`config.mk`:
```
export PLATFORM = sky130hd
export DESIGN_NAME = bvh_prim_fetch_arbiter
export DESIGN_NICKNAME = d
export VERILOG_FILES = /design/src/rtl/bvh_prim_fetch_arbiter.sv
export SDC_FILE = /design/constraint.sdc
export NUM_CORES = 1
export LEC_CHECK = 0
export BUFFER_PORTS_ARGS = -buffer_cell sky130_fd_sc_hd__buf_2
export CORE_AREA = 3 3 238 240
export DETAILED_ROUTE_END_ITERATION = 12
export DIE_AREA = 0 0 241 243
export GPL_ROUTABILITY_DRIVEN = 0
export SYNTH_ARGS = -nofsm -noshare
export SYNTH_HDL_FRONTEND = slang
export SYNTH_SLANG_ARGS = --single-unit
```
`constraint.sdc`:
```
create_clock -name clk -period 2.1 [get_ports clk]
set_input_delay 0.525 -clock clk [delete_from_list [all_inputs] [get_ports clk]]
set_output_delay 0.525 -clock clk [all_outputs]
set_load 0.01 [all_outputs]
```
`src/rtl/bvh_prim_fetch_arbiter.sv`:
```
// Round-robin arbiter sharing one single-port primitive RAM (1-cycle read latency) among
// NUM_REQ ray-traversal requesters; one fetch in flight, response held until accepted.
//
// state       | meaning
// ST_IDLE     | waiting for a request; grant and RAM read issue happen combinationally here
// ST_READ     | RAM data returning; capture response data and error flag
// ST_RESPOND  | response held on the bus until the granted requester accepts it
module bvh_prim_fetch_arbiter #(
  parameter int NUM_REQ    = 4,
  parameter int ADDR_WIDTH = 10,
  parameter int PRIM_WIDTH = 256,
  parameter int NUM_PRIMS  = 1024
) (
  input  logic                          clk,
  input  logic                          reset_n,
  input  logic [NUM_REQ-1:0]            req_valid,
  input  logic [NUM_REQ*ADDR_WIDTH-1:0] req_addr,
  output logic [NUM_REQ-1:0]            req_ready,
  output logic [NUM_REQ-1:0]            rsp_valid,
  input  logic [NUM_REQ-1:0]            rsp_ready,
  output logic [PRIM_WIDTH-1:0]         rsp_data,
  output logic                          rsp_err,
  output logic                          ram_rd_en,
  output logic [ADDR_WIDTH-1:0]         ram_addr,
  input  logic [PRIM_WIDTH-1:0]         ram_rd_data,
  output logic                          busy,
  output logic [31:0]                   fetch_count
);

  localparam int GW = (NUM_REQ > 1) ? $clog2(NUM_REQ) : 1;

  localparam logic [1:0] ST_IDLE    = 2'd0;
  localparam logic [1:0] ST_READ    = 2'd1;
  localparam logic [1:0] ST_RESPOND = 2'd2;

  // One extra bit so a limit of exactly 2**ADDR_WIDTH is representable.
  localparam logic [ADDR_WIDTH:0] PRIM_LIMIT = (ADDR_WIDTH+1)'(NUM_PRIMS);
  localparam logic [GW-1:0]       LAST_INIT  = GW'(NUM_REQ - 1);

  logic [1:0]            state;
  logic [GW-1:0]         last_grant;
  logic [GW-1:0]         gnt_q;
  logic                  err_q;

  logic                  pick_found;
  logic [GW-1:0]         pick;
  logic [GW-1:0]         cand;
  logic [ADDR_WIDTH-1:0] pick_addr;
  logic                  pick_err;
  logic                  grant_now;
  logic                  rsp_done;

  // Search starts just after the previous winner, wrapping modulo NUM_REQ.
  always_comb begin
    pick_found = 1'b0;
    pick       = last_grant;
    cand       = '0;
    for (int i = 1; i <= NUM_REQ; i++) begin
      cand = GW'((int'(last_grant) + i) % NUM_REQ);
      if (!pick_found && req_valid[cand]) begin
        pick_found = 1'b1;
        pick       = cand;
      end
    end
  end

  always_comb begin
    pick_addr = '0;
    for (int i = 0; i < NUM_REQ; i++) begin
      if (pick == GW'(i)) pick_addr = req_addr[i*ADDR_WIDTH +: ADDR_WIDTH];
    end
  end

  assign pick_err  = {1'b0, pick_addr} >= PRIM_LIMIT;
  assign grant_now = (state == ST_IDLE) && pick_found;
  assign req_ready = grant_now ? (NUM_REQ'(1) << pick) : '0;
  assign ram_rd_en = grant_now && !pick_err;
  assign ram_addr  = ram_rd_en ? pick_addr : '0;
  assign rsp_valid = (state == ST_RESPOND) ? (NUM_REQ'(1) << gnt_q) : '0;
  assign rsp_done  = (state == ST_RESPOND) && rsp_ready[gnt_q];
  assign busy      = (state != ST_IDLE);

  always_ff @(posedge clk or negedge reset_n) begin
    if (!reset_n) begin
      state       <= ST_IDLE;
      last_grant  <= LAST_INIT;
      gnt_q       <= '0;
      err_q       <= 1'b0;
      rsp_data    <= '0;
      rsp_err     <= 1'b0;
      fetch_count <= '0;
    end else begin
      case (state)
        ST_IDLE: begin
          if (grant_now) begin
            gnt_q      <= pick;
            err_q      <= pick_err;
            last_grant <= pick;
            state      <= ST_READ;
          end
        end
        ST_READ: begin
          rsp_data <= err_q ? '0 : ram_rd_data;
          rsp_err  <= err_q;
          state    <= ST_RESPOND;
        end
        ST_RESPOND: begin
          if (rsp_done) begin
            if (fetch_count != 32'hFFFF_FFFF) fetch_count <= fetch_count + 32'd1;
            state <= ST_IDLE;
          end
        end
        default: state <= ST_IDLE;
      endcase
    end
  end

endmodule

```
==> reports/metrics.yaml <==
drc_errors: 0
final_antenna_net_count: 0
grt.total_usage_pct: 11.8
grt_overflow_total: 0
ios: 615
die_width_um: 241
yosysWarnings: 0
final_nets: 1756
die_y_um: 243
hold_path_class: "input pin to register"
hpwl_mm: 28.9
synth_most_common_cell: "dfrtp_1"
p_per_area_mw_per_mm2: 1560
netlist_top_cells_area: "dfrtp_1 62%, mux2_2 25%, mux2i_1 1.8%"
die-area_mm2: 0.0586
fin_crit_sh_pct: 128
slew_viol_final: 0
final.setup_skew_ns: 0.0193
cts.htree.levels: 2
start_util_pct: 21.3
fin_ws_ns: -0.586
hold_viol_final: 0
avgSynthCellArea_um2: 15.3
cts_buffer_depth: 3
layoutNonFillerInstCount: 2178
reg2reg_depth: 8
cts_buffers: 34
path_class: "register to output port"
grt_pass1_wl_mm: 54.6
final_util_pct: 31.6
setup_viol_count_final: 14
power_leakage_nw: 8.46
fin_crit_ns: 2.69
grt_pass1_vias: 9841
synthTopCellsByCount: "292 x dfrtp_1, 257 x mux2_2, 24 x buf_2"
netlist.top_cell.by_area: "dfrtp_1"
antenna_found_initial: 3
syn_area_mm2: 0.0117
synth_ff_type: "dfrtp_1"
synth_top_area_share_pct: 62.4
cp.arrival_ns: 2.16
grt_max_degree: 69
worstPathMaxFanout: 5
coreArea_mm2: 0.0549
drive_above_1_share_pct: 69.5
drt_iter0_drc: 253
cts_sinks: 294
vdd_ir_drop_max_uv: 830
num_vias: 8969
wl_per_cell_um: 16.6
whs_ns: 0.224
synthArstFlopShare_pct: 100
drt_wl_total_mm: 36.3
cp.required_ns: 1.57
synth_nets: 1071
cts_tree: "done"
area_growth_pct: 48.3
path_clk_slew_ns: 0.06
rows: 86
critPathLaunchType: "register"
status: "finished, violations left"
synth-seq-cells: 294
syn_inst: 764
insertion_delay_ns: 0.53
timing.fmax_mhz: 372
cts_root_buffer: "clkbuf_16"
drtPass1Iterations: 4
tns_ns: -7.53
holdPathStages: 2
violations: "negative setup slack"
synth_edf_count: 0
drv_cap: 0
numPortBuffers: 613
grt_setup_unrepaired: "true"
synth_cell_types: 48
yosysSeqAreaShare_pct: 62.9
setup.worst_path.end_class: "output port"
drt-vias-per-instance: 4.12
dp_cells: 2104
placed cells by master (no fill, tap or decap), types with 11 or more instances in the layout:
| master | instances |
|---|---|
| buf_12 | 11 |
| buf_2 | 611 |
| buf_4 | 49 |
| clkbuf_1 | 11 |
| clkbuf_16 | 34 |
| dfrtp_1 | 292 |
| mux2_2 | 257 |
| mux2i_1 | 21 |
| nand2_1 | 12 |
| nand4_1 | 14 |
| nor2_1 | 13 |
| xnor2_1 | 19 |
path summary, 6_finish.rpt:
| kind | slack, ns | from | endpoint |
|---|---|---|---|
| worst max-delay path | -0.59 | last_grant[1] | ram_addr[5] |
| worst min register to register | 0.49 | fetch_count[30] | fetch_count[30] |
| worst min-delay path | 0.22 | ram_rd_data[236] | rsp_data[236] |
| worst max register to register | 0.08 | state[0] | fetch_count[1] |
| min in group asynchronous | 0.45 | reset_n | rsp_data[236] |
| max in group asynchronous | 0.88 | reset_n | rsp_data[220] |
metal layers:
metal	share of wire [%]	global-route usage (%)	vias to the layer above
li1	-	-	4104
met1	36	12.4	4370
met2	51	21.2	411
met3	9.6	4.36	80
met4	3.3	4.64	4
met5	0.074	0	-
registers in the layout, summed over array words and instances (netlist names):
register     cells
last_grant       2
gnt_q            2
state            2
fetch_count     32
rsp_data       256
logic make-up after synthesis:
family / Yosys count / share of synthesized area, %
AO/OA/AOI/OAI: 30 / 1.86
XOR/XNOR: 28 / 2.10
adder cells (fa/ha/maj): 1 / 0.107
buffers and inverters: 40 / 1.64
flip-flops: 294 / 62.9
multiplexers: 279 / 26.6
other: 1 / 0.0320
AND/OR/NAND/NOR: 91 / 4.78
through the flow:
step	power, mW	area, µm²	setup slack (ns)
floorplan	16.2	11700	-0.00427
global placement	21.2	16100	-0.230
detailed placement	21.5	16100	-0.246
CTS	27.4	17200	-0.609
global route	28.9	17400	-0.705
finish	27.1	17400	-0.586
cell type report:
class | count | area, µm²
sequential | 294 | 7360
multi-input combinational | 430 | 4260
antenna | 1 | 2.50
timing repair buffer | 683 | 3780
fill | 5556 | 37500
tap | 704 | 881
clock inverter | 8 | 58.8
inverter | 6 | 22.5
clock buffer | 52 | 988
power by group:
group / internal (mW) / leakage (nW) / switching [mW]
Combinational: 6.18 / 4.47 / 5.52
Sequential: 8.39 / 3.47 / 1.44
Clock: 3.25 / 0.518 / 2.29
Total: 17.8 / 8.46 / 9.25
worst max-delay path, cell delays in order (launching register included):
cell and delay, ns:
dfstp_2 0.57, buf_6 0.12, nor3b_2 0.05, nor3_4 0.29, buf_6 0.19, mux2i_1 0.19, o22ai_1 0.10, buf_2 0.15
timing repair:
action	CTS	global route
pin swaps	5	7
endpoints found under the setup margin	17	30
gates resized for setup	14	15
hold buffers	1	0
setup buffers	6	6
endpoints found under the hold margin	27	0
gates cloned	0	2
Power figures use the tool's default switching activity.
